--- src/rtl/line_dispatcher.sv ---
`default_nettype none
// ============================================================================
// Module   : line_dispatcher
// Function : Round-robin row dispatcher into a 3-deep line-buffer bank, with
//            top/bottom zero-padding rows when LINE_DISPATCH_PAD_EN is defined.
// Revision : 1.0 - initial release
// ============================================================================
module line_dispatcher #(
    parameter int WIDTH     = 640,
    parameter int HEIGHT    = 480,
    parameter int PADDING   = 1,
    parameter int NUM_LINES = 3
) (
    input  logic        clk,
    input  logic        rst,
    input  logic        frame_start,
    input  logic [31:0] s_data,
    input  logic        s_valid,
    output logic        s_ready,
    output logic [31:0] m_data,
    output logic [2:0]  m_valid,
    input  logic [2:0]  m_ready,
    output logic [2:0]  use_as_padding,
    output logic [2:0]  line_clr,
    input  logic        row_release,
    output logic [1:0]  rd_base,
    output logic        busy,
    output logic        frame_done
);

`ifdef LINE_DISPATCH_PAD_EN
    localparam int c_pad = PADDING;
`else
    localparam int c_pad = PADDING * 0;
`endif
    localparam int c_loads = HEIGHT + 2 * c_pad;
    localparam int c_wins  = c_loads - 2;
    localparam int c_col_w = (WIDTH > 1) ? $clog2(WIDTH) : 1;
    localparam int c_ld_w  = $clog2(c_loads + 1);
    localparam int c_win_w = (c_wins > 1) ? $clog2(c_wins) : 1;

    typedef enum logic [2:0] {
        ST_IDLE  = 3'd0,
        ST_PAD   = 3'd1,
        ST_FILL  = 3'd2,
        ST_WAIT  = 3'd3,
        ST_CLEAR = 3'd4,
        ST_FLUSH = 3'd5
    } state_t;

    state_t             r_state;
    logic [c_col_w-1:0] r_col;
    logic [c_ld_w-1:0]  r_ld_cnt;
    logic [c_win_w-1:0] r_win_cnt;
    logic [1:0]         r_wr_sel;
    logic [2:0]         r_occ;
`ifdef LINE_DISPATCH_PAD_EN
    logic [2:0]         r_pad;
`endif

    logic [2:0]         w_wr_onehot;
    logic [2:0]         w_rd_onehot;
    logic [c_ld_w-1:0]  w_ld_next;
    logic               w_accept;
    logic               w_last_pix;
    logic               w_full_next;
    state_t             w_load_now;
    state_t             w_load_next;

    function automatic logic [1:0] next_sel(input logic [1:0] sel);
        return (sel == 2'(NUM_LINES - 1)) ? 2'd0 : sel + 2'd1;
    endfunction

    assign w_wr_onehot = 3'b001 << r_wr_sel;
    assign w_rd_onehot = 3'b001 << rd_base;
    assign w_ld_next   = r_ld_cnt + 1'b1;
    assign w_full_next = &(r_occ | w_wr_onehot);
    assign w_accept    = s_valid & s_ready;
    assign w_last_pix  = (r_col == c_col_w'(WIDTH - 1));

    // Load type for the row about to be loaded (now) or the one after (next)
    always_comb begin
`ifdef LINE_DISPATCH_PAD_EN
        w_load_now  = (int'(r_ld_cnt) < c_pad || int'(r_ld_cnt) >= c_pad + HEIGHT)
                      ? ST_PAD : ST_FILL;
        w_load_next = (int'(w_ld_next) < c_pad || int'(w_ld_next) >= c_pad + HEIGHT)
                      ? ST_PAD : ST_FILL;
`else
        w_load_now  = ST_FILL;
        w_load_next = ST_FILL;
`endif
    end

    assign s_ready = (r_state == ST_FILL) & m_ready[r_wr_sel];
    assign m_valid = (r_state == ST_FILL && s_valid) ? w_wr_onehot : 3'b000;
    assign m_data  = s_data;
    assign busy    = (r_state != ST_IDLE);
`ifdef LINE_DISPATCH_PAD_EN
    assign use_as_padding = r_pad;
`else
    assign use_as_padding = 3'b000;
`endif

    always_ff @(posedge clk) begin
        if (rst) begin
            r_state    <= ST_IDLE;
            r_col      <= '0;
            r_ld_cnt   <= '0;
            r_win_cnt  <= '0;
            r_wr_sel   <= '0;
            rd_base    <= '0;
            r_occ      <= '0;
            line_clr   <= '0;
            frame_done <= 1'b0;
`ifdef LINE_DISPATCH_PAD_EN
            r_pad      <= '0;
`endif
        end else begin
            line_clr   <= '0;
            frame_done <= 1'b0;
            case (r_state)
                ST_IDLE: begin
                    if (frame_start) r_state <= w_load_now;
                end
`ifdef LINE_DISPATCH_PAD_EN
                ST_PAD: begin
                    r_pad    <= r_pad | w_wr_onehot;
                    r_occ    <= r_occ | w_wr_onehot;
                    r_ld_cnt <= w_ld_next;
                    r_wr_sel <= next_sel(r_wr_sel);
                    r_state  <= w_full_next ? ST_WAIT : w_load_next;
                end
`endif
                ST_FILL: begin
                    if (w_accept) begin
                        if (w_last_pix) begin
                            r_col    <= '0;
                            r_occ    <= r_occ | w_wr_onehot;
                            r_ld_cnt <= w_ld_next;
                            r_wr_sel <= next_sel(r_wr_sel);
                            r_state  <= w_full_next ? ST_WAIT : w_load_next;
                        end else begin
                            r_col <= r_col + 1'b1;
                        end
                    end
                end
                ST_WAIT: begin
                    // line_clr/frame_done are registered so they coincide with CLEAR/FLUSH
                    if (row_release) begin
                        if (r_win_cnt == c_win_w'(c_wins - 1)) begin
                            r_state    <= ST_FLUSH;
                            line_clr   <= 3'b111;
                            frame_done <= 1'b1;
                        end else begin
                            r_win_cnt <= r_win_cnt + 1'b1;
                            line_clr  <= w_rd_onehot;
                            r_state   <= ST_CLEAR;
                        end
                    end
                end
                ST_CLEAR: begin
                    r_occ   <= r_occ & ~w_rd_onehot;
`ifdef LINE_DISPATCH_PAD_EN
                    r_pad   <= r_pad & ~w_rd_onehot;
`endif
                    rd_base <= next_sel(rd_base);
                    r_state <= w_load_now;
                end
                ST_FLUSH: begin
                    r_occ     <= '0;
`ifdef LINE_DISPATCH_PAD_EN
                    r_pad     <= '0;
`endif
                    r_ld_cnt  <= '0;
                    r_win_cnt <= '0;
                    r_wr_sel  <= '0;
                    rd_base   <= '0;
                    r_col     <= '0;
                    r_state   <= ST_IDLE;
                end
                default: r_state <= ST_IDLE;
            endcase
        end
    end

endmodule
`default_nettype wire
--- config.mk ---
export PLATFORM = sky130hd
export DESIGN_NAME = line_dispatcher
export DESIGN_NICKNAME = d
export VERILOG_FILES = /design/src/rtl/line_dispatcher.sv
export SDC_FILE = /design/constraint.sdc
export NUM_CORES = 1
export LEC_CHECK = 0
export CAP_MARGIN = 20
export CELL_PAD_IN_SITES_DETAIL_PLACEMENT = 1
export CELL_PAD_IN_SITES_GLOBAL_PLACEMENT = 2
export CORE_MARGIN = 4
export CORE_UTILIZATION = 23
export CTS_CLUSTER_DIAMETER = 80
export DETAILED_ROUTE_END_ITERATION = 8
export GPL_ROUTABILITY_DRIVEN = 1
export PLACE_DENSITY_LB_ADDON = 0.15
export SYNTH_ARGS = -nofsm -noshare
export SYNTH_HDL_FRONTEND = slang
export SYNTH_SLANG_ARGS = --single-unit
--- constraint.sdc ---
create_clock -name clk -period 2.05 [get_ports clk]
set_input_delay 0.41 -clock clk [delete_from_list [all_inputs] [get_ports clk]]
set_output_delay 0.41 -clock clk [all_outputs]
set_load 0.005 [all_outputs]
After elaboration in Yosys (flattened, before gate mapping) --
Cells that the tools add are included.
Cells by class: add/subtract/negate cells 4, $lt $le $gt $ge 1, equality and inequality tests 13, shift operators 2, muxes and demuxes 27, bitwise operators 7, reduce and logical (&&, ||, !) cells 14
Operator list (count):
- 2-to-1 mux 3 bit | 8
- 2-to-1 mux 10 bit | 2
- case mux 10 bit (2 select lines) | 1
- 2-to-1 mux 9 bit | 2
- case mux 9 bit (2 select lines) | 1
- case mux 3 bit (4 select lines) | 1
- AND reduction 3 bit | 4
- adder 10 x 1 -> 10 bit (second input constant) | 1
- equality test 10 bit (second input constant) | 1
- inequality test 2 bit (second input constant) | 5
- adder 9 x 1 -> 9 bit (second input constant) | 1
- equality test 9 bit (second input constant) | 1
- case mux 3 bit (3 select lines) | 1
- 2-to-1 mux 2 bit | 4
- case mux 2 bit (2 select lines) | 2
- equality test 3 x 2 -> 1 bit (second input constant) | 2
- equality test 3 bit (second input constant) | 2
- nonzero test 2 bit | 3
- nonzero test 3 bit | 2
- << shifter 1 x 2 -> 3 bit (first input constant) | 2
- adder 2 x 1 -> 2 bit (second input constant) | 2
- equality test 2 bit (second input constant) | 2
- 2-to-1 mux 1 bit | 4
- AND reduction 4 bit | 1
- 11 further kinds | 13
Storage, ports and cells: flip-flop bits (word level) 33, output and inout port bits 46

Depth between registers and ports, before layout --
Gate-level depths: netlist of run 1.
word-level depth 7, mapped depth 7

Least setup slack after synthesis of run 1 --
Ideal clock, no wire load.
kind flip-flop to flip-flop, start reg r_win_cnt[1], end reg r_win_cnt[3], library setup time 0.128 ns, arrival time 1.526 ns, slack 0.396 ns, stages on the path, launching flop included 8, clock period less this slack 1.654 ns, cells stage by stage dfxtp_1 inv_1 ha_1 and3b_1 a41oi_1 nand4_1 xor2_1 nor2_1
Between the ends: word-level cells in the longest chain between the ends 4, elaborated cells on any way between the ends 7, those cells by class add/sub (1); eq/ne (2); mux (3); reduce/logical (1)
RTL lines:
- start, declared | line 54 | logic [c_win_w-1:0] r_win_cnt;
- start signal, assigned | line 155 | r_win_cnt <= r_win_cnt + 1'b1;
- adder 9 x 1 -> 9 bit | line 155
- 2-to-1 mux 9 bit | line 150 | if (r_win_cnt == c_win_w'(c_wins - 1)) begin
- 2-to-1 mux 9 bit | line 149 | if (row_release) begin
- case mux 9 bit (2 select lines) | line 121 | case (r_state)
Parallel ways exist; a longest one is shown, timed or not. The select of a mux whose other input is x is not followed. A chain may end at the register's enable or synchronous reset.

Final worst setup path of run 1 --
start in s_valid, end reg r_col[3]
Between the ends: word-level cells in the longest chain between the ends 3
RTL lines:
- start, declared | line 18 | input logic s_valid,
- AND 1 bit | line 78 | assign w_accept = s_valid & s_ready;
- inequality test 2 bit (no line)
- AND reduction 2 bit (no line)
- end signal, assigned | line 143 | r_col <= r_col + 1'b1;
- end, declared | line 52 | logic [c_col_w-1:0] r_col;
Every way passes these cells.

==> metrics.md, run 1 <==
| Metric | Value |
|---|---|
| Worst Setup SP | `s_valid` |
| Crit. path cell count | `9` |
| Detailed Route WL | `4530 µm` |
| Count of antenna-violating nets left after detailed routing | `0` |
| PortBufs | `18` |
| Synthesized flop and latch total | `33` |
| Clk sinks | `33` |
| Critical register-to-register path startpoint | `r_col[0]` |
| Max VDD drop | `0.347 mV` |
| Die Ht | `98.5 µm` |
| Overall overflow remaining after global route | `0` |
| Max incr delay on CP | `0.47 ns` |
| Static leakage | `0.811 nW` |
| Worst reg-to-reg setup slack | `0.20 ns` |
| Vias post-DR | `1495` |
| Number of filler instances in the final layout | `931` |
| Seq. cell area | `663 µm²` |
| Drt initial violations | `28` |
| Upper clock frequency limit | `507 MHz` |
| Avg Inst Size Synth | `8.45 µm²` |
| Worst clock skew | `0.00773 ns` |
| Total power after layout | `0.00147 W` |
| H-Tree Level Count | `2` |
| Cts bufs inserted | `5` |
| Async SR Flop Fraction | `0` |
| Final Hold Viols | `0` |
| Count of antenna diodes in the layout | `0` |
| Non-filler instance count after layout | `330` |
| IO Count | `86` |
| TritonCTS clock tree | `built` |
| Critical path buffers and inverters | `5` |
| Highest fanout seen on the critical path | `8` |
| Global-route wire length before repair | `7820 µm` |
| Slew Viols, Final | `0` |
| Initial cell density of the core | `0.240` |
| Netlist cell types | `39` |
| Die outline area | `9710 µm²` |
| Crit path capture type | `flop` |
| Final HPWL from detailed placement | `3470 µm` |
| Latest clock arrival within the worst-skew pair | `0.29 ns` |
| Synth Warn # | `0` |
| Required time of the critical path | `2.23 ns` |
| Share of the cycle needed by the critical path after routing | `0.961` |
| Number of antenna violations at the first check in global routing | `0` |
| Largest net degree at the start of global routing | `13` |
| Number of hold buffers added after CTS | `0` |
| First-pass detailed-route iteration total | `3` |
| Proportion of synthesized chip area in sequential cells | `0.351` |
| Average wire per cell in the routed design | `13.7 µm` |
| Cell count after placement | `320` |
| Shortest clock period the worst path allows after layout | `1.97 ns` |
| Area of combinational cells with multiple inputs | `947 µm²` |
| Global-route usage over all layers | `0.0990` |
| Cell occurring most often along the worst timing path | `sky130_fd_sc_hd__buf_4` |
| Final count of negative-setup-slack endpoints | `0` |
| Cell count after synthesis | `223` |
| Cell at the slowest stage of the critical path | `sky130_fd_sc_hd__clkdlybuf4s50_1` |
| Core Rows | `32` |
| Endpoint of the worst register-to-register path | `r_col[3]` |
| Master cell of the clock root buffer | `sky130_fd_sc_hd__clkbuf_8` |
| Count of maximum capacitance violations | `0` |
| Net total in the final layout | `270` |
| Outcome | `finished, final reports clean` |
| Pwr per Cell Area | `659 nW/µm²` |
| DRC errors left | `0` |
| Type of the most critical hold path | `reg -> reg` |
| Max Buffers Root-to-Sink | `2` |
| Kind of launch point of the worst setup path | `primary input` |
| Final Wtd Congestion | `0.793` |
| Area added between synthesis and finish | `18.3%` |
| Most common flop cell mapped by yosys | `sky130_fd_sc_hd__dfxtp_1` |
| Number of enable flip-flop cells after synthesis | `0` |
| Core area | `7850 µm²` |
| Clock transition at the registers of the reported paths | `0.07 ns` |
| Category of cells accounting for the largest share of critical-path delay | `buffers and inverters` |
| Share of layout cells above drive strength 1 | `0.206` |
| Worst reg-to-reg path cell count | `6` |
| Type of the worst setup path | `in -> reg` |
| Cell Area, Synth | `1880 µm²` |
| Cell-by-cell trace of the critical path | `clkdlybuf4s50_1, nand4bb_1, buf_4, buf_4, buf_4, o21a_1, a31oi_4, buf_12, nor3_1` |
| Timing endpoint of the critical path | `r_col[3]` |
| Post-DR vias/cell | `4.53` |
| Width of the die | `98.5 µm` |
| Number of global-route vias before repair | `1597` |
| Data arrival at the endpoint of the critical path | `2.15 ns` |
==> worst min path at each step <==
stage                        start  endpoint  slack (ns)  cells after the start
after floorplan           r_occ[2]  r_occ[2]        0.45                      2
after global placement    r_occ[2]  r_occ[2]        0.47                      2
after detailed placement  r_occ[2]  r_occ[2]        0.48                      2
after CTS                 r_occ[2]  r_occ[2]        0.50                      2
after global routing      r_occ[2]  r_occ[2]        0.51                      2
final                     r_occ[2]  r_occ[2]        0.50                      2
==> flip-flops by register name, summed over array words and instances (netlist names) <==
register and flops:
frame_done 1, line_clr 3, r_col 10, r_occ 3
r_state 3, r_win_cnt 9, r_wr_sel 2, rd_base 2
==> cells in the mapped netlist, types with 3 or more instances <==
master | instances | area [µm²]
sky130_fd_sc_hd__xnor2_1 | 5 | 43.8
sky130_fd_sc_hd__nand3_1 | 8 | 40.0
sky130_fd_sc_hd__nor3_1 | 9 | 45.0
sky130_fd_sc_hd__nor2_1 | 19 | 71.3
sky130_fd_sc_hd__nand2b_1 | 6 | 37.5
sky130_fd_sc_hd__buf_2 | 4 | 20.0
sky130_fd_sc_hd__dfxtp_1 | 33 | 661
sky130_fd_sc_hd__nand3b_1 | 6 | 45.0
sky130_fd_sc_hd__a21oi_1 | 14 | 70.1
sky130_fd_sc_hd__and3_1 | 4 | 25.0
sky130_fd_sc_hd__xor2_1 | 12 | 105
sky130_fd_sc_hd__a211oi_1 | 3 | 22.5
sky130_fd_sc_hd__o21ai_0 | 6 | 30.0
sky130_fd_sc_hd__buf_4 | 36 | 270
sky130_fd_sc_hd__inv_1 | 6 | 22.5
sky130_fd_sc_hd__ha_1 | 3 | 37.5
sky130_fd_sc_hd__clkbuf_1 | 4 | 15.0
sky130_fd_sc_hd__nor4_1 | 5 | 31.3
sky130_fd_sc_hd__nand4_1 | 5 | 31.3
sky130_fd_sc_hd__mux2i_1 | 4 | 40.0
sky130_fd_sc_hd__nand2_1 | 13 | 48.8
==> stage by stage <==
| step | hold WS (ns) | setup slack [ns] | cell area (µm²) | util | TNS (ns) |
|---|---|---|---|---|---|
| final | 0.496 | 0.0794 | 2230 | 0.284 | 0 |
| after global routing | 0.508 | -0.00427 | 2230 | 0.284 | -0.00917 |
| after CTS | 0.497 | -0.000860 | 2210 | 0.281 | -0.000860 |
| after detailed placement | 0.485 | -0.616 | 2050 | 0.261 | -2.08 |
| after global placement | 0.474 | -0.544 | 2050 | 0.261 | -1.75 |
| after floorplan | 0.450 | 0.396 | 1890 | - | 0 |
==> cell type report <==
class,instances,share of cell area
inverters,6,0.0101
flip-flops and latches,33,0.298
well taps,102,0.0573
clock inverters,3,0.0292
multi-input cells,142,0.425
repair buffers,39,0.150
clock buffers,5,0.0309
==> timing repair <==
action | CTS | global route
setup endpoints to repair | 4 | 12
hold endpoints to repair | 0 | 0
pin swaps | 5 | 1
gates resized for setup | 15 | 7
buffers inserted | 2 | 1
==> metal layers <==
| layer | vias up | global-route usage | part of all wire |
|---|---|---|---|
| li1 | 734 | - | - |
| met5 | - | 0 | 0 |
| met3 | 13 | 0.0241 | 0.042 |
| met1 | 722 | 0.127 | 0.47 |
| met4 | 0 | 0.0452 | 0.021 |
| met2 | 26 | 0.157 | 0.46 |
==> logic make-up (layout without fill, tap and decap cells) <==
logic type	Yosys count	count (layout)	share of synthesized area
AOI/OAI and AO/OA	31	31	0.106
xor gates and xnor gates	17	17	0.0790
adders and majority gates	3	3	0.0199
buffers and inverters	50	53	0.174
DFF	33	33	0.351
muxes	4	4	0.0212
other	1	3	0.00199
and+or+nand+nor	84	84	0.247
==> cells in the final DEF, fill, tap and decap left out, types with 3 or more instances in the layout <==
| cell | netlist | final |
|---|---|---|
| sky130_fd_sc_hd__dfxtp_1 | 33 | 31 |
| sky130_fd_sc_hd__buf_4 | 36 | 20 |
| sky130_fd_sc_hd__nor2_1 | 19 | 18 |
| sky130_fd_sc_hd__clkdlybuf4s50_1 | 0 | 14 |
| sky130_fd_sc_hd__nand2_1 | 13 | 13 |
| sky130_fd_sc_hd__a21oi_1 | 14 | 13 |
| sky130_fd_sc_hd__xor2_1 | 12 | 12 |
| sky130_fd_sc_hd__nor3_1 | 9 | 9 |
| sky130_fd_sc_hd__nand3_1 | 8 | 8 |
| sky130_fd_sc_hd__inv_1 | 6 | 6 |
| sky130_fd_sc_hd__nand3b_1 | 6 | 6 |
| sky130_fd_sc_hd__nand2b_1 | 6 | 6 |
| sky130_fd_sc_hd__o21ai_0 | 6 | 6 |
| sky130_fd_sc_hd__nand4_1 | 5 | 5 |
| sky130_fd_sc_hd__xnor2_1 | 5 | 5 |
| sky130_fd_sc_hd__clkbuf_8 | 0 | 5 |
| sky130_fd_sc_hd__mux2i_1 | 4 | 4 |
| sky130_fd_sc_hd__and3_1 | 4 | 4 |
| sky130_fd_sc_hd__ha_1 | 3 | 3 |
| sky130_fd_sc_hd__conb_1 | 1 | 3 |
==> power by group <==
part / internal [W] / leakage, nW / switching (W) / total [W]
Combinational: 0.0000410 / 0.476 / 0.0000400 / 0.0000810
Sequential: 0.000643 / 0.267 / 0.00000350 / 0.000646
Clock: 0.000483 / 0.0681 / 0.000257 / 0.000740
==> worst reg2reg max path: cells and delay by family, from the launching register on <==
family / cells / cell delay [ns]
flip-flops: 1 / 0.38
buffers and inverters: 1 / 0.15
AND/OR/NAND/NOR: 3 / 0.75
adder cells (fa/ha/maj): 1 / 0.19
AO/OA/AOI/OAI: 1 / 0.28
No activity file was read; power rests on OpenSTA's default activity.
==> run 2, diff against run 1 <==
SKIP_CTS_REPAIR_TIMING = 1   (was not set)
==> run 2 against run 1 <==
  * The flow now finishes with violations (negative setup slack)
  * Core utilization is 0.19 points higher
  * Register-to-register slack better by 0.03 ns
  * Hold slack worse by 0.0023 ns
  * Flip-flop and latch count stayed put
  * Combinational power hardly changed
  * Non-clock buffer count is 2 lower
  * Critical path depth is 3 lower
  * First-iteration DRC count is 32% lower
  * Clock-buffer cell count stayed put
  * Cell area is 0.67% higher
  * Critical path type is now in -> out
  * Highest routed layer unchanged
==> metrics.md, run 2 (synthesized netlist as in run 1, its figures left out) <==
| Metric | Value |
|---|---|
| Final count of negative-setup-slack endpoints | `1 (was 0)` |
| Vias post-DR | `1492 (was 1495)` |
| Clk sinks | `33 (unchanged)` |
| Max Buffers Root-to-Sink | `2 (unchanged)` |
| Post-DR vias/cell | `4.55 (was 4.53)` |
| Crit path capture type | `output port (was flop)` |
| Cell at the slowest stage of the critical path | `sky130_fd_sc_hd__clkdlybuf4s50_1 (unchanged)` |
| Highest fanout seen on the critical path | `2 (was 8)` |
| Commonest non-fill, non-tap cell in the layout | `sky130_fd_sc_hd__dfxtp_1 (unchanged)` |
| Slew Viols, Final | `0 (unchanged)` |
| Die Ht | `98.5 µm (unchanged)` |
| Width of the die | `98.5 µm (unchanged)` |
| Net total in the final layout | `268 (was 270)` |
| Final Hold Viols | `0 (unchanged)` |
| Type of the most critical hold path | `reg -> reg (unchanged)` |
| Share of layout cells above drive strength 1 | `0.186 (was 0.206)` |
| Clock transition at the registers of the reported paths | `0.07 ns (about the same)` |
| Area added between synthesis and finish | `19.1% (was 18.3%)` |
| Total power after layout | `0.00147 W (about the same)` |
| Number of global-route vias before repair | `1573 (was 1597)` |
| Cell-by-cell trace of the critical path | `clkdlybuf4s50_1, mux2i_1, o21a_2, nor4_4, buf_4, dlymetal6s2s_1 (was clkdlybuf4s50_1, nand4bb_1, buf_4, buf_4, buf_4, o21a_1, a31oi_4, buf_12, nor3_1)` |
| Global-route usage over all layers | `0.0976 (was 0.0990)` |
| Required time of the critical path | `1.64 ns (was 2.23 ns)` |
| Category of cells accounting for the largest share of critical-path delay | `buffers and inverters (unchanged)` |
| Type of the worst setup path | `in -> out (was in -> reg)` |
| Number of filler instances in the final layout | `928 (was 931)` |
| Layer with the highest usage | `met2 (unchanged)` |
| Overall overflow remaining after global route | `0 (unchanged)` |
| Global-route wire length before repair | `7690 µm (was 7820 µm)` |
| Final HPWL from detailed placement | `3470 µm (unchanged)` |
| Data arrival at the endpoint of the critical path | `1.77 ns (was 2.15 ns)` |
| Max incr delay on CP | `0.45 ns (was 0.47 ns)` |
| Shortest clock period the worst path allows after layout | `2.18 ns (was 1.97 ns)` |
| Largest net degree at the start of global routing | `13 (unchanged)` |
| Most frequent cells in the layout | `sky130_fd_sc_hd__dfxtp_1, sky130_fd_sc_hd__nor2_1, sky130_fd_sc_hd__buf_4 (was sky130_fd_sc_hd__dfxtp_1, sky130_fd_sc_hd__buf_4, sky130_fd_sc_hd__nor2_1)` |
| Worst clock skew | `0.00767 ns (was 0.00773 ns)` |
| Count of antenna-violating nets left after detailed routing | `0 (unchanged)` |
| Non-filler instance count after layout | `328 (was 330)` |
| Core Rows | `32 (unchanged)` |
| H-Tree Level Count | `2 (unchanged)` |
| First-pass detailed-route iteration total | `3 (unchanged)` |
| Master cell of the clock root buffer | `sky130_fd_sc_hd__clkbuf_8 (unchanged)` |
| Number of flip-flops under the largest register name | `10 (unchanged)` |
| RSZ-0062 raised after global routing | `true` |
| PortBufs | `18 (unchanged)` |
| Share of the cycle needed by the critical path after routing | `1.06 (was 0.961)` |
| Post-route setup slack | `-0.133 ns (was 0.0794 ns)` |
| Drt initial violations | `19 (was 28)` |
| Detailed Route WL | `4580 µm (was 4530 µm)` |
| Average wire per cell in the routed design | `14.0 µm (was 13.7 µm)` |
| Met1 capacity usage during global routing | `0.125 (was 0.127)` |
| Pwr per Cell Area | `655 nW/µm² (was 659 nW/µm²)` |
| Met3 routing resource usage after global routing | `0.0241 (unchanged)` |
| Cts bufs inserted | `5 (unchanged)` |
| IO Count | `86 (unchanged)` |
| DRC errors left | `0 (unchanged)` |
| Static leakage | `0.863 nW (was 0.811 nW)` |
| Critical path buffers and inverters | `3 (was 5)` |
| Die outline area | `9710 µm² (unchanged)` |
| Max VDD drop | `0.347 mV (about the same)` |
| Kind of launch point of the worst setup path | `primary input (unchanged)` |
| Upper clock frequency limit | `458 MHz (was 507 MHz)` |
| Count of antenna diodes in the layout | `0 (unchanged)` |
| Initial cell density of the core | `0.240 (unchanged)` |
| Cell count after placement | `320 (unchanged)` |
| Worst reg-to-reg setup slack | `0.23 ns (was 0.20 ns)` |
| Global routing usage on met2 | `0.155 (was 0.157)` |
| TritonCTS clock tree | `built (unchanged)` |
| Count of maximum capacitance violations | `0 (unchanged)` |
| Final Wtd Congestion | `0.793 (unchanged)` |
| Latest clock arrival within the worst-skew pair | `0.29 ns (about the same)` |
| Core area | `7850 µm² (unchanged)` |
| Number of antenna violations at the first check in global routing | `0 (unchanged)` |
| Register bank with the most flops | `r_col (unchanged)` |
| Registers with the most flip-flops | `r_col (10), r_win_cnt (9) (unchanged)` |
| Outcome | `finished with violations (was finished, final reports clean)` |
| Violations in the final reports | `negative setup slack` |
-- run 2: layer usage --
metal / up-vias / wire, µm
met2: 26 / 2150
met5: - / 0
met3: 13 / 205
li1: 730 / -
met4: 0 / 95
met1: 723 / 2120
-- run 2: report_power, final --
| group | switching, W | total, W | internal [W] |
|---|---|---|---|
| clock | 0.000257 | 0.000740 | 0.000483 |
| combinational | 0.0000398 | 0.0000809 | 0.0000411 |
| sequential | 0.00000424 | 0.000647 | 0.000643 |
-- run 2: metrics by stage --
| stage | utilization | TNS, ns | setup slack (ns) | cell area, µm² | hold slack, ns |
|---|---|---|---|---|---|
| after global routing | 0.286 | -0.224 | -0.224 | 2240 | 0.508 |
| after CTS | 0.278 | -1.34 | -0.638 | 2180 | 0.497 |
| after detailed placement | 0.261 | -2.08 | -0.616 | 2050 | 0.485 |
| final | 0.286 | -0.133 | -0.133 | 2240 | 0.493 |
| after global placement | 0.261 | -1.75 | -0.544 | 2050 | 0.474 |
| after floorplan | - | 0 | 0.396 | 1890 | 0.450 |
-- run 2: worst paths after layout --
check	cells after the start	end	startpoint
worst max-delay path	6	s_ready	m_ready[0]
worst min-delay path	2	r_occ[2]	r_occ[2]
worst max register to register	6	r_col[3]	r_col[0]
worst min register to register	2	r_occ[2]	r_occ[2]
-- run 2: cell type report --
cell class,count,area (µm²),share of cell area
clock buffers,5,68.8,0.0307
clock inverters,3,65.1,0.0290
inverters,6,22.5,0.0100
multi-input cells,142,948,0.423
flip-flops and latches,33,666,0.297
well taps,102,128,0.0569
repair buffers,37,345,0.154
-- run 2: worst min-delay path: cells and delay by family (launching register included) --
family         cells  cell delay (ns)
AO/OA/AOI/OAI      2             0.13
flip-flops         1             0.32
==> run 3, diff against run 2 <==
PLACE_DENSITY = 0.84   (was not set)
PLACE_DENSITY_LB_ADDON = not set   (was 0.15)
==> run 3 against run 2 <==
  * The flow now finishes without violations
  * Power fell by 1.0%
  * Clock skew down 0.0022 ns
  * Sequential share of layout area grew 0.28 points
  * Cell count is 0.91% lower
  * Hold slack got worse by 0.0044 ns
  * Worst setup slack improved by 0.24 ns
  * Via count decreased by 4.4%
  * Wire length down 9.3%
  * Global-route usage shrank 0.92 points
  * Cell area shrank 1.5%
  * Critical endpoint is now busy
==> metrics.md, run 3 (synthesized netlist as in run 1, its figures left out) <==
| Metric | Value |
|---|---|
| Final Hold Viols | `0 (unchanged)` |
| Critical register-to-register path startpoint | `r_col[0] (unchanged)` |
| Kind of launch point of the worst setup path | `flop (was primary input)` |
| Slew Viols, Final | `0 (unchanged)` |
| Post-DR vias/cell | `4.39 (was 4.55)` |
| Global-route usage over all layers | `0.0885 (was 0.0976)` |
| Initial cell density of the core | `0.240 (unchanged)` |
| Share of layout cells above drive strength 1 | `0.166 (was 0.186)` |
| Final count of negative-setup-slack endpoints | `0 (was 1)` |
| Total power after layout | `0.00145 W (was 0.00147 W)` |
| Final HPWL from detailed placement | `3140 µm (was 3470 µm)` |
| RSZ-0062 raised after global routing | `false (was true)` |
| Clock transition at the registers of the reported paths | `0.07 ns (about the same)` |
| Number of flip-flops under the largest register name | `10 (unchanged)` |
| Static leakage | `0.850 nW (was 0.863 nW)` |
| Worst clock skew | `0.00545 ns (was 0.00767 ns)` |
| Max VDD drop | `0.212 mV (was 0.347 mV)` |
| Largest net degree at the start of global routing | `13 (unchanged)` |
| Crit path capture type | `output port (unchanged)` |
| Master cell of the clock root buffer | `sky130_fd_sc_hd__clkbuf_8 (unchanged)` |
| Area added between synthesis and finish | `17.3% (was 19.1%)` |
| Worst reg-to-reg path cell count | `6 (unchanged)` |
| Overall overflow remaining after global route | `0 (unchanged)` |
| First-pass detailed-route iteration total | `4 (was 3)` |
| Register bank with the most flops | `r_col (unchanged)` |
| Net total in the final layout | `265 (was 268)` |
| Pwr per Cell Area | `658 nW/µm² (was 655 nW/µm²)` |
| Cts bufs inserted | `5 (unchanged)` |
| Registers with the most flip-flops | `r_col (10), r_win_cnt (9) (unchanged)` |
| Type of the worst setup path | `reg -> out (was in -> out)` |
| Die Ht | `98.5 µm (unchanged)` |
| Endpoint of the worst register-to-register path | `r_col[3] (unchanged)` |
| Timing endpoint of the critical path | `busy (was s_ready)` |
| Cell-by-cell trace of the critical path | `buf_4, inv_1, nand2_1, clkdlybuf4s50_1 (was clkdlybuf4s50_1, mux2i_1, o21a_2, nor4_4, buf_4, dlymetal6s2s_1)` |
| Critical path buffers and inverters | `3 (unchanged)` |
| Final Wtd Congestion | `0.698 (was 0.793)` |
| Post-Route Setup TNS | `0 ns (was -0.133 ns)` |
| IO Count | `86 (unchanged)` |
| H-Tree Level Count | `2 (unchanged)` |
| Global-route wire length before repair | `6930 µm (was 7690 µm)` |
| Share of the cycle needed by the critical path after routing | `0.946 (was 1.06)` |
| Worst reg-to-reg setup slack | `0.25 ns (was 0.23 ns)` |
| Number of filler instances in the final layout | `946 (was 928)` |
| Worst Setup SP | `r_state[1] (was m_ready[0])` |
| DRC errors left | `0 (unchanged)` |
| Max incr delay on CP | `0.52 ns (was 0.45 ns)` |
| Max Buffers Root-to-Sink | `2 (unchanged)` |
| Data arrival at the endpoint of the critical path | `1.53 ns (was 1.77 ns)` |
| Highest fanout seen on the critical path | `9 (was 2)` |
| Core utilization of the finished layout | `0.282 (was 0.286)` |
| Detailed Route WL | `4150 µm (was 4580 µm)` |
| Category of cells accounting for the largest share of critical-path delay | `buffers and inverters (unchanged)` |
| Latest clock arrival within the worst-skew pair | `0.29 ns (about the same)` |
| Core Rows | `32 (unchanged)` |
| Count of antenna diodes in the layout | `0 (unchanged)` |
| Average wire per cell in the routed design | `12.8 µm (was 14.0 µm)` |
| Most frequent cells in the layout | `sky130_fd_sc_hd__dfxtp_1, sky130_fd_sc_hd__nor2_1, sky130_fd_sc_hd__buf_4 (unchanged)` |
| Commonest non-fill, non-tap cell in the layout | `sky130_fd_sc_hd__dfxtp_1 (unchanged)` |
| Crit. path cell count | `4 (was 6)` |
| Width of the die | `98.5 µm (unchanged)` |
| Outcome | `finished, final reports clean (was finished with violations)` |
| Upper clock frequency limit | `516 MHz (was 458 MHz)` |
| PortBufs | `18 (unchanged)` |
| Count of maximum capacitance violations | `0 (unchanged)` |
| Count of antenna-violating nets left after detailed routing | `0 (unchanged)` |
| Type of the most critical hold path | `reg -> reg (unchanged)` |
| Drt initial violations | `60 (was 19)` |
| Required time of the critical path | `1.64 ns (about the same)` |
| Number of global-route vias before repair | `1471 (was 1573)` |
| Die outline area | `9710 µm² (unchanged)` |
| Vias post-DR | `1427 (was 1492)` |
| Clk sinks | `33 (unchanged)` |
| Number of antenna violations at the first check in global routing | `0 (unchanged)` |
| TritonCTS clock tree | `built (unchanged)` |
| Shortest clock period the worst path allows after layout | `1.94 ns (was 2.18 ns)` |
| Core area | `7850 µm² (unchanged)` |
| Cell at the slowest stage of the critical path | `sky130_fd_sc_hd__clkdlybuf4s50_1 (unchanged)` |
==> run 3: cell types whose count changed in the layout (fill, tap and decap cells not counted) <==
cell / before / now
sky130_fd_sc_hd__buf_4: 18 / 15
sky130_fd_sc_hd__nor4_4: 1 / 0
sky130_fd_sc_hd__nor2_2: 1 / 2
sky130_fd_sc_hd__nor4_1: 3 / 4
sky130_fd_sc_hd__nor2_1: 18 / 17
sky130_fd_sc_hd__nor3b_2: 0 / 1
sky130_fd_sc_hd__dfxtp_2: 4 / 1
sky130_fd_sc_hd__nor3b_1: 1 / 0
sky130_fd_sc_hd__dfxtp_1: 29 / 32
==> run 3: layout make-up <==
type	instances	area [µm²]	share of cell area
Clock buffer	5	68.8	0.0311
Multi-Input combinational cell	142	941	0.426
Timing Repair Buffer	34	323	0.146
Tap cell	102	128	0.0578
Sequential cell	33	662	0.300
Clock inverter	3	65.1	0.0294
Inverter	6	22.5	0.0102
==> run 3: metal layers <==
| metal | part of all wire | GRT usage | vias to the layer above | routed length, µm |
|---|---|---|---|---|
| met2 | 0.49 | 0.147 | 26 | 2030 |
| met1 | 0.44 | 0.103 | 669 | 1810 |
| met4 | 0.011 | 0.0315 | 0 | 46 |
| met5 | 0 | 0 | - | 0 |
| met3 | 0.063 | 0.0361 | 6 | 262 |
| li1 | - | - | 726 | - |
==> run 3: worst min-delay path by stage <==
stage	start	to	cells past startpoint
global placement	r_occ[2]	r_occ[2]	2
CTS	r_occ[2]	r_occ[2]	2
floorplan	r_occ[2]	r_occ[2]	2
detailed placement	r_occ[2]	r_occ[2]	2
finish	r_occ[2]	r_occ[2]	2
global route	r_occ[2]	r_occ[2]	2
==> run 3: power breakdown <==
part	switching [W]	internal, W	total [W]
registers	0.00000294	0.000644	0.000647
clock network	0.000245	0.000483	0.000728
logic	0.0000390	0.0000395	0.0000785
total	0.000287	0.00117	0.00145
==> run 3: worst min-delay path, delay by kind of cell, from the launching register on <==
| kind | cells | cell delay [ns] |
|---|---|---|
| AOI/OAI and AO/OA | 2 | 0.13 |
| DFF | 1 | 0.31 |
==> run 3: per-stage QoR <==
stage / hold slack (ns) / instance area (µm²) / setup slack [ns] / cells
global route: 0.530 / 2210 / 0.0102 / 325
detailed placement: 0.483 / 2030 / -0.285 / 317
floorplan: 0.450 / 1890 / 0.396 / 225
CTS: 0.492 / 2160 / -0.308 / 325
global placement: 0.468 / 2030 / -0.245 / 317
finish: 0.489 / 2210 / 0.111 / 325
